<file path="src/rtl/mul_div_unit_if.sv">
// EX-stage multiply/divide bus between the controller (master) and mul_div_unit (slave).
interface mul_div_unit_if #(
   parameter int WIDTH = 32
);
   logic             stall;
   logic             md_start;
   logic [1:0]       md_op;
   logic [WIDTH-1:0] src_a;
   logic [WIDTH-1:0] src_b;
   logic             hilo_wr;
   logic             hilo_sel;
   logic             md_run;
   logic             md_done;
   logic [WIDTH-1:0] hi;
   logic [WIDTH-1:0] lo;

   modport master (
      output stall, md_start, md_op, src_a, src_b, hilo_wr, hilo_sel,
      input  md_run, md_done, hi, lo
   );

   modport slave (
      input  stall, md_start, md_op, src_a, src_b, hilo_wr, hilo_sel,
      output md_run, md_done, hi, lo
   );
endinterface

</file>
<file path="src/rtl/mul_div_unit.sv">
// Iterative radix-2 multiply/divide unit with HI/LO registers.
// Optional MD_FAST_MUL_EN: single-cycle combinational MULT/MULTU; DIV/DIVU stay iterative.
module mul_div_unit #(
   parameter int WIDTH = 32,
   parameter int CNT_W = 5
) (
   input  logic           clk,
   input  logic           reset,
   mul_div_unit_if.slave  md
);

   typedef enum logic [1:0] {IDLE, BUSY, FIXUP} state_t;

   state_t             state, state_n;
   logic [CNT_W-1:0]   cnt;
   logic [2*WIDTH-1:0] acc;
   logic [WIDTH-1:0]   mag_a, mag_b, a_raw;
   logic               op_div, q_neg, r_neg, div_zero;
   logic [WIDTH-1:0]   hi_q, lo_q;

   logic               accept;
   logic               a_neg, b_neg;
   logic [WIDTH-1:0]   mag_a_c, mag_b_c;
   logic [WIDTH:0]     mul_sum;
   logic [2*WIDTH-1:0] mul_next;
   logic [WIDTH:0]     div_part;
   logic               div_ge;
   logic [WIDTH-1:0]   div_rem;
   logic [2*WIDTH-1:0] div_next;
   logic [WIDTH-1:0]   res_hi, res_lo;
`ifdef MD_FAST_MUL_EN
   logic [2*WIDTH-1:0] ext_a, ext_b, fast_prod;
`endif

   assign accept  = md.md_start & ~md.stall;
   assign a_neg   = ~md.md_op[0] & md.src_a[WIDTH-1];
   assign b_neg   = ~md.md_op[0] & md.src_b[WIDTH-1];
   assign mag_a_c = a_neg ? -md.src_a : md.src_a;
   assign mag_b_c = b_neg ? -md.src_b : md.src_b;

   // Multiply: add multiplicand into the upper half when the multiplier LSB is set, then shift right.
   assign mul_sum  = {1'b0, acc[2*WIDTH-1:WIDTH]} + (acc[0] ? {1'b0, mag_a} : '0);
   assign mul_next = {mul_sum, acc[WIDTH-1:1]};

   // Restoring divide: when the trial subtraction fits, the result is below the divisor, so W-bit math suffices.
   assign div_part = acc[2*WIDTH-1:WIDTH-1];
   assign div_ge   = (div_part >= {1'b0, mag_b});
   assign div_rem  = div_ge ? (div_part[WIDTH-1:0] - mag_b) : div_part[WIDTH-1:0];
   assign div_next = {div_rem, acc[WIDTH-2:0], div_ge};

`ifdef MD_FAST_MUL_EN
   assign ext_a     = md.md_op[0] ? {{WIDTH{1'b0}}, md.src_a} : {{WIDTH{md.src_a[WIDTH-1]}}, md.src_a};
   assign ext_b     = md.md_op[0] ? {{WIDTH{1'b0}}, md.src_b} : {{WIDTH{md.src_b[WIDTH-1]}}, md.src_b};
   assign fast_prod = ext_a * ext_b;
`endif

   always_comb begin
      res_hi = acc[2*WIDTH-1:WIDTH];
      res_lo = acc[WIDTH-1:0];
      if (op_div) begin
         if (div_zero) begin
            res_hi = a_raw;
            res_lo = '1;
         end else begin
            if (q_neg) res_lo = -acc[WIDTH-1:0];
            if (r_neg) res_hi = -acc[2*WIDTH-1:WIDTH];
         end
      end else if (q_neg) begin
         {res_hi, res_lo} = -acc;
      end
   end

   always_ff @(posedge clk or negedge reset) begin
      if (!reset) state <= IDLE;
      else        state <= state_n;
   end

   always_comb begin
      state_n = state;
      case (state)
         IDLE: begin
            if (accept) begin
               state_n = BUSY;
`ifdef MD_FAST_MUL_EN
               if (!md.md_op[1]) state_n = FIXUP;
`endif
            end
         end
         BUSY:    if (cnt == '0) state_n = FIXUP;
         FIXUP:   state_n = IDLE;
         default: state_n = IDLE;
      endcase
   end

   always_ff @(posedge clk or negedge reset) begin
      if (!reset) begin
         cnt      <= '0;
         acc      <= '0;
         mag_a    <= '0;
         mag_b    <= '0;
         a_raw    <= '0;
         op_div   <= 1'b0;
         q_neg    <= 1'b0;
         r_neg    <= 1'b0;
         div_zero <= 1'b0;
         hi_q     <= '0;
         lo_q     <= '0;
      end else begin
         case (state)
            IDLE: begin
               if (accept) begin
                  op_div   <= md.md_op[1];
                  mag_a    <= mag_a_c;
                  mag_b    <= mag_b_c;
                  a_raw    <= md.src_a;
                  q_neg    <= a_neg ^ b_neg;
                  r_neg    <= a_neg;
                  div_zero <= (md.src_b == '0);
                  cnt      <= CNT_W'(WIDTH - 1);
                  acc      <= md.md_op[1] ? {{WIDTH{1'b0}}, mag_a_c} : {{WIDTH{1'b0}}, mag_b_c};
`ifdef MD_FAST_MUL_EN
                  if (!md.md_op[1]) begin
                     acc   <= fast_prod;
                     q_neg <= 1'b0;
                  end
`endif
               end else if (md.hilo_wr && !md.stall) begin
                  if (md.hilo_sel) hi_q <= md.src_a;
                  else             lo_q <= md.src_a;
               end
            end
            BUSY: begin
               acc <= op_div ? div_next : mul_next;
               if (cnt != '0) cnt <= cnt - CNT_W'(1);
            end
            FIXUP: begin
               hi_q <= res_hi;
               lo_q <= res_lo;
            end
            default: ;
         endcase
      end
   end

   assign md.md_run  = (state != IDLE);
   assign md.md_done = (state == FIXUP);
   assign md.hi      = hi_q;
   assign md.lo      = lo_q;

endmodule
</file>
<file path="src/flat_wrapper.sv">
// flat-port wrapper written by rule: the top's interface ports become plain ports
module mul_div_unit_flat 
#(
   parameter int WIDTH = 32,
   parameter int CNT_W = 5
)
  (clk, reset, md_stall, md_md_start, md_md_op, md_src_a, md_src_b, md_hilo_wr, md_hilo_sel, md_md_run, md_md_done, md_hi, md_lo);
  mul_div_unit_if #(.WIDTH(WIDTH)) md_i ();
  input  logic clk;
  input  logic reset;
  input wire logic [$bits(md_i.stall)-1:0] md_stall;
  input wire logic [$bits(md_i.md_start)-1:0] md_md_start;
  input wire logic [$bits(md_i.md_op)-1:0] md_md_op;
  input wire logic [$bits(md_i.src_a)-1:0] md_src_a;
  input wire logic [$bits(md_i.src_b)-1:0] md_src_b;
  input wire logic [$bits(md_i.hilo_wr)-1:0] md_hilo_wr;
  input wire logic [$bits(md_i.hilo_sel)-1:0] md_hilo_sel;
  output wire logic [$bits(md_i.md_run)-1:0] md_md_run;
  output wire logic [$bits(md_i.md_done)-1:0] md_md_done;
  output wire logic [$bits(md_i.hi)-1:0] md_hi;
  output wire logic [$bits(md_i.lo)-1:0] md_lo;
  assign md_i.stall = md_stall;
  assign md_i.md_start = md_md_start;
  assign md_i.md_op = md_md_op;
  assign md_i.src_a = md_src_a;
  assign md_i.src_b = md_src_b;
  assign md_i.hilo_wr = md_hilo_wr;
  assign md_i.hilo_sel = md_hilo_sel;
  assign md_md_run = md_i.md_run;
  assign md_md_done = md_i.md_done;
  assign md_hi = md_i.hi;
  assign md_lo = md_i.lo;
  mul_div_unit #(.WIDTH(WIDTH), .CNT_W(CNT_W)) u_core (.clk(clk), .reset(reset), .md(md_i));
endmodule
</file>
<file path="config.mk">
export PLATFORM = sky130hd
export DESIGN_NAME = mul_div_unit_flat
export DESIGN_NICKNAME = d
export VERILOG_FILES = /design/src/rtl/mul_div_unit_if.sv /design/src/rtl/mul_div_unit.sv /design/src/flat_wrapper.sv
export SDC_FILE = /design/constraint.sdc
export NUM_CORES = 1
export LEC_CHECK = 0
export ABC_AREA = 1
export BUFFER_PORTS_ARGS = -buffer_cell sky130_fd_sc_hd__buf_2
export CELL_PAD_IN_SITES_DETAIL_PLACEMENT = 0
export CELL_PAD_IN_SITES_GLOBAL_PLACEMENT = 1
export CORE_ASPECT_RATIO = 1.4
export CORE_MARGIN = 4
export CORE_UTILIZATION = 30
export DETAILED_ROUTE_END_ITERATION = 7
export PLACE_DENSITY_LB_ADDON = 0.3
export SLEW_MARGIN = 20
export SYNTH_ARGS = -nofsm -noshare
export SYNTH_HDL_FRONTEND = slang
export SYNTH_SLANG_ARGS = --single-unit
</file>
<file path="constraint.sdc">
create_clock -name clk -period 2.4 [get_ports clk]
set_input_delay 0.24 -clock clk [delete_from_list [all_inputs] [get_ports clk]]
set_output_delay 0.24 -clock clk [all_outputs]
set_load 0.03 [all_outputs]
</file>
Word-level counts from Yosys, hierarchy flattened
Index checks and enable logic that the tools add are counted.

Register bits after elaboration: 235. Bits of input ports: 72. Word-level logic and storage cells: 81.

Add/sub/neg operators: 8. Magnitude comparators: 1. Equal/unequal tests: 9. Muxes and demuxes: 30. Bitwise operators: 6. Reduce and logical (&&, ||, !) cells: 15.

Operators by type and width (number): $mux W32 (19); $mux W64 (2); $neg A32 Y32 (4); $pmux W32 S2 (2); $pmux W64 S2 (1); $neg A64 Y64 (1); $add A32 B33 Y33 (1); $ge A33 B32 Y1 (1); $logic_not A32 Y1 (1); $sub A32 B32 Y32 (1); $mux W5 (2); $pmux W5 S2 (1); $ne A2 B1 Y1 const B (4); $reduce_and A4 Y1 (2); $ne A2 B2 Y1 const B (3); $reduce_and A2 Y1 (3); $reduce_bool A2 Y1 (3); $logic_not A5 Y1 (1); $reduce_bool A5 Y1 (1); $sub A5 B1 Y5 const B (1); $mux W2 (2); $pmux W2 S2 (1); $and A1 B1 Y1 (3); $reduce_and A3 Y1 (1); 7 further kinds (8).

Longest topological paths before layout
Depth after elaboration: 6. Gate-level depth with buffers: 20.

Least setup slack after synthesis
No wires, ideal clock.

Kind: flip-flop to flip-flop. Start point: register u_core.acc[0]. End point: register u_core.acc[61]. Arrival time: 2.424 ns. Required time: 2.284 ns. Path slack: -0.141 ns. Cell stages (with the launch flop): 20. Path buffers: 2. Clock period less this slack: 2.541 ns. Path through: dfrtp_1 buf_2 buf_1 nand2_1 inv_1 ha_1 inv_1 fa_1 o21ai_1 nand2_1 nand2_1 nand2_1 nand2_1 nand2_1 nand3_1 nand3_1 nand2_1 inv_1 nand2_1 nand2_1.

Longest elaborated chain between the ends: 4.

Ends and longest elaborated chain: start, declared (line mul_div_unit.sv:16) `logic [2*WIDTH-1:0] acc;`; start signal, assigned (line mul_div_unit.sv:120) `acc <= md.md_op[1] ? {{WIDTH{1'b0}}, mag_a_c} : {{WIDTH{1'b0}}, mag_b_c};`; start signal, assigned (line mul_div_unit.sv:133) `acc <= op_div ? div_next : mul_next;`; $mux W32 (line mul_div_unit.sv:42) `assign mul_sum = {1'b0, acc[2*WIDTH-1:WIDTH]} + (acc[0] ? {1'b0, mag_a} : '0);`; $add A32 B33 Y33 (line mul_div_unit.sv:42); $mux W64 (line mul_div_unit.sv:133); $pmux W64 S2 (line mul_div_unit.sv:109) `case (state)`.

Every way passes these cells. A chain may end at the register's enable or synchronous reset.

Worst setup path in the final report
Start point: register u_core.acc[0]. End point: register u_core.acc[51].

Same word-level chain as after synthesis.

==> load_flow_metrics.sql <==
INSERT INTO impl_metrics (metric_group, metric, value, unit) VALUES
('setup_path', 'worstRegToRegCells', '18', ''),
('layout', 'num_antenna_cells', '0', ''),
('floorplanning', 'die_height', '324', 'um'),
('placed_design', 'placedCellCount', '4974', ''),
('route', 'detail_route.wl_per_cell', '22.5', 'um'),
('route', 'dr.pass1.iters', '6', ''),
('setup_path', 'worst_setup_path_start_kind', 'flip-flop', ''),
('logic_synthesis', 'library_cell_occupying_the_most_area_in_the_post_synthesis_netlist', 'dfrtp_1', ''),
('logic_synthesis', 'synth.ff_latch_count', '234', ''),
('logic_synthesis', 'post_synth_main_area_contributors', 'dfrtp_1 27%, nand2_1 20%, nor2_1 8.3%', ''),
('setup_path', 'critical_path_peak_fanout', '7', ''),
('setup_path', 'reg2reg_setup_slack', '-0.09', 'ns'),
('route', 'num_vias', '25926', ''),
('layout', 'fin_nets', '4275', ''),
('power_and_ir_drop', 'leakagePower', '14.9', 'nW'),
('setup_path', 'worst-setup-path-type', 'flip-flop to flip-flop', ''),
('setup_path', 'cp_slowest_stage_delay', '0.46', 'ns'),
('power_and_ir_drop', 'netSwitchingFraction', '0.534', ''),
('clocking', 'tritoncts', 'done', ''),
('floorplanning', 'floorplan.initialDensity', '0.303', ''),
('outcome', 'status', 'finished with violations', ''),
('logic_synthesis', 'synthesis.yosys.warnings', '0', ''),
('logic_synthesis', 'yosysTopAreaCellShare', '0.275', ''),
('timing', 'setup_ws', '-0.0861', 'ns'),
('route', 'drt_first_iter_violations', '1987', ''),
('clocking', 'numCtsBuffers', '26', ''),
('layout', 'post_layout_nonfiller_instances', '5086', ''),
('timing', 'final_number_of_hold_violating_endpoints', '0', ''),
('timing', 'period_share', '1.04', ''),
('min_path', 'hold_class', 'input port to flip-flop', ''),
('setup_path', 'crit_arrival', '2.96', 'ns'),
('timing', 'rsz0062_at_grt', 'yes', ''),
('logic_synthesis', 'postSynthNetCount', '3724', ''),
('floorplanning', 'core', '70400', 'sq um'),
('logic_synthesis', 'fraction_of_the_yosys_area_taken_by_sequential_cells', '0.275', ''),
('floorplanning', 'die-area', '75500', 'sq um'),
('clocking', 'h-tree-depth', '1', ''),
('placed_design', 'place_ws', '-0.387', 'ns'),
('global_routing', 'global_route.usage.total', '0.294', ''),
('placed_design', 'place_hpwl', '93500', 'um'),
('timing', 'timing.final.crit_period', '2.49', 'ns'),
('global_routing', 'global_route.peak_usage_layer', 'met2', ''),
('min_path', 'timing.hold.worst_endpoint', 'u_core.mag_a[26]', ''),
('min_path', 'timing.hold.worst_path_depth', '3', ''),
('setup_path', 'crit_top_cell', 'nand2_1', ''),
('layout', 'layout-drive-gt1-share', '0.275', ''),
('global_routing', 'grt_util_met3', '0.0267', ''),
('logic_synthesis', 'post_synth.cell_area_avg', '5.96', 'sq um'),
('route', 'wire_length_after_detailed_routing', '114000', 'um'),
('setup_path', 'crit_path_top_delay_cell', 'dfrtp_2', ''),
('setup_path', 'critPathRequiredTime', '2.87', 'ns'),
('outcome', 'failed_checks', 'negative setup slack', ''),
('clocking', 'cts_num_sinks', '234', ''),
('timing', 'final_max_slew_viol_count', '0', ''),
('flow_run', 'drv.max_cap_violation_count', '0', ''),
('logic_synthesis', 'cell_area_after_technology_mapping', '21300', 'sq um'),
('global_routing', 'antenna_found_initial', '1', ''),
('layout', 'fillCellCount', '7620', ''),
('power_and_ir_drop', 'power_report.internal_total', '22.6', 'mW'),
('clocking', 'clock_latency', '0.60', 'ns'),
('route', 'post_route_drc', '0', ''),
('timing', 'worst_clock_skew', '0.0249', 'ns'),
('power_and_ir_drop', 'clock_share_of_power', '0.090', ''),
('setup_path', 'reg2reg_to', 'u_core.acc[51]', ''),
('route', 'avgViaCountPerCell', '5.10', ''),
('logic_synthesis', 'synth_cells', '3580', ''),
('setup_path', 'setup.worst_path.start', 'u_core.acc[0]', ''),
('timing', 'finalSetupViolCount', '13', ''),
('route', 'postRouteAntennaNets', '0', ''),
('timing', 'setup_tns', '-0.335', 'ns'),
('power_and_ir_drop', 'p_per_area', '1620', 'nW/um^2');
power by group through the flow:
stage / clock, mW / sequential, mW / combinational [mW]
floorplan: 0 / 8.15 / 16.0
global placement: 0 / 7.72 / 31.1
detailed placement: 0 / 7.71 / 31.1
CTS: 4.42 / 7.72 / 33.2
global route: 4.57 / 8.00 / 39.2
finish: 4.36 / 7.88 / 36.2
Yosys cell counts (3+ instances only):
cell       count
nand3_1      327
clkbuf_1      77
inv_2         11
nor3_1        28
o31ai_1        7
nand3b_1      17
dfrtp_1      234
a2bb2oi_1     28
o21ai_0      227
nor2_1       472
o21ai_1       15
o211ai_1      18
a22oi_1        3
o21bai_1      13
nand3_2        3
a21boi_1      19
nand4_1       45
xnor2_1       11
inv_1        425
xor2_1        47
or2_2         30
o21a_1         8
and2_1         4
ha_1          70
nand2_2        8
a21oi_1      164
a31oi_1       37
buf_2         29
nand2_1     1136
buf_1         27
nor2_2        14
nor2_4         4
layout make-up:
class | count | area (sq um) | share of cell area
clock buffer | 33 | 717 | 0.0240
inverter | 437 | 1690 | 0.0566
multi-input combinational | 2776 | 15300 | 0.512
tap | 936 | 1170 | 0.0392
sequential | 234 | 5870 | 0.197
clock inverter | 14 | 185 | 0.00620
timing repair buffer | 656 | 4950 | 0.166
critical path: cells and delay by family (launching register included):
| kind | cells | cell delay, ns |
|---|---|---|
| buffers and inverters | 6 | 0.67 |
| and+or+nand+nor | 9 | 0.63 |
| DFF | 1 | 0.46 |
| AOI/OAI and AO/OA | 2 | 0.38 |
| adders and majority gates | 1 | 0.23 |
cells in the final DEF, fill, tap and decap left out, types with 27 or more instances in the layout:
| cell | n |
|---|---|
| nand4_1 | 45 |
| inv_2 | 54 |
| inv_1 | 371 |
| ha_4 | 54 |
| buf_2 | 136 |
| buf_4 | 458 |
| nand2_2 | 93 |
| nor2_4 | 28 |
| xor2_1 | 46 |
| nand3_2 | 29 |
| nor2_2 | 40 |
| nand2_1 | 1031 |
| dfrtp_1 | 221 |
| clkbuf_16 | 27 |
| nand3_1 | 295 |
| a21oi_1 | 129 |
| a31oi_1 | 37 |
| nor2_1 | 422 |
| or2_2 | 30 |
| a2bb2oi_1 | 27 |
| o21ai_0 | 200 |
how the worst max path moves through the flow:
| stage | endpoint | cells past startpoint |
|---|---|---|
| after floorplan | u_core.acc[61] | 19 |
| after global placement | u_core.acc[62] | 18 |
| after detailed placement | u_core.acc[54] | 18 |
| after CTS | u_core.acc[38] | 13 |
| after global routing | u_core.acc[59] | 18 |
| final | u_core.acc[51] | 18 |
flip-flops by register name, indices dropped and copies added, names as in the netlist:
name	count
u_core.op_div	1
u_core.div_zero	1
u_core.mag_b	32
u_core.q_neg	1
u_core.cnt	5
u_core.acc	64
u_core.a_raw	31
u_core.md.hi	32
u_core.md.lo	32
u_core.mag_a	32
u_core.r_neg	1
u_core.state	2
routing by layer:
layer	wire length, um	up-vias
met5	0	-
met4	12600	0
met3	4600	281
met2	54500	845
met1	42800	12221
li1	-	12579
repair_timing:
item / in CTS / in global routing
setup buffers: 15 / 28
gates cloned: 3 / 2
hold endpoints to repair: 69 / 0
setup endpoints to repair: 34 / 68
pin swaps: 33 / 103
resized for setup: 191 / 342
hold buffers: 24 / 0
logic make-up (layout without fill, tap and decap cells):
| group | Yosys count | in the layout | synth area share |
|---|---|---|---|
| compound gates | 549 | 549 | 0.146 |
| xor+xnor | 58 | 58 | 0.0238 |
| fa+ha+maj | 72 | 72 | 0.0429 |
| buf+inv | 573 | 1140 | 0.104 |
| flops | 234 | 234 | 0.275 |
| simple gates | 2094 | 2097 | 0.409 |
through the flow:
step	hold slack (ns)	instance area (sq um)	power (mW)	utilization
6_report	0.00155	29900	48.5	0.425
5_1_grt	0.0255	29900	51.8	0.425
4_1_cts	0.000195	28400	45.3	0.403
3_5_place_dp	0.223	26300	38.8	0.373
3_3_place_gp	0.218	26300	38.9	0.373
2_1_floorplan	-0.0556	21300	24.1	-
Power figures use the tool's default switching activity.
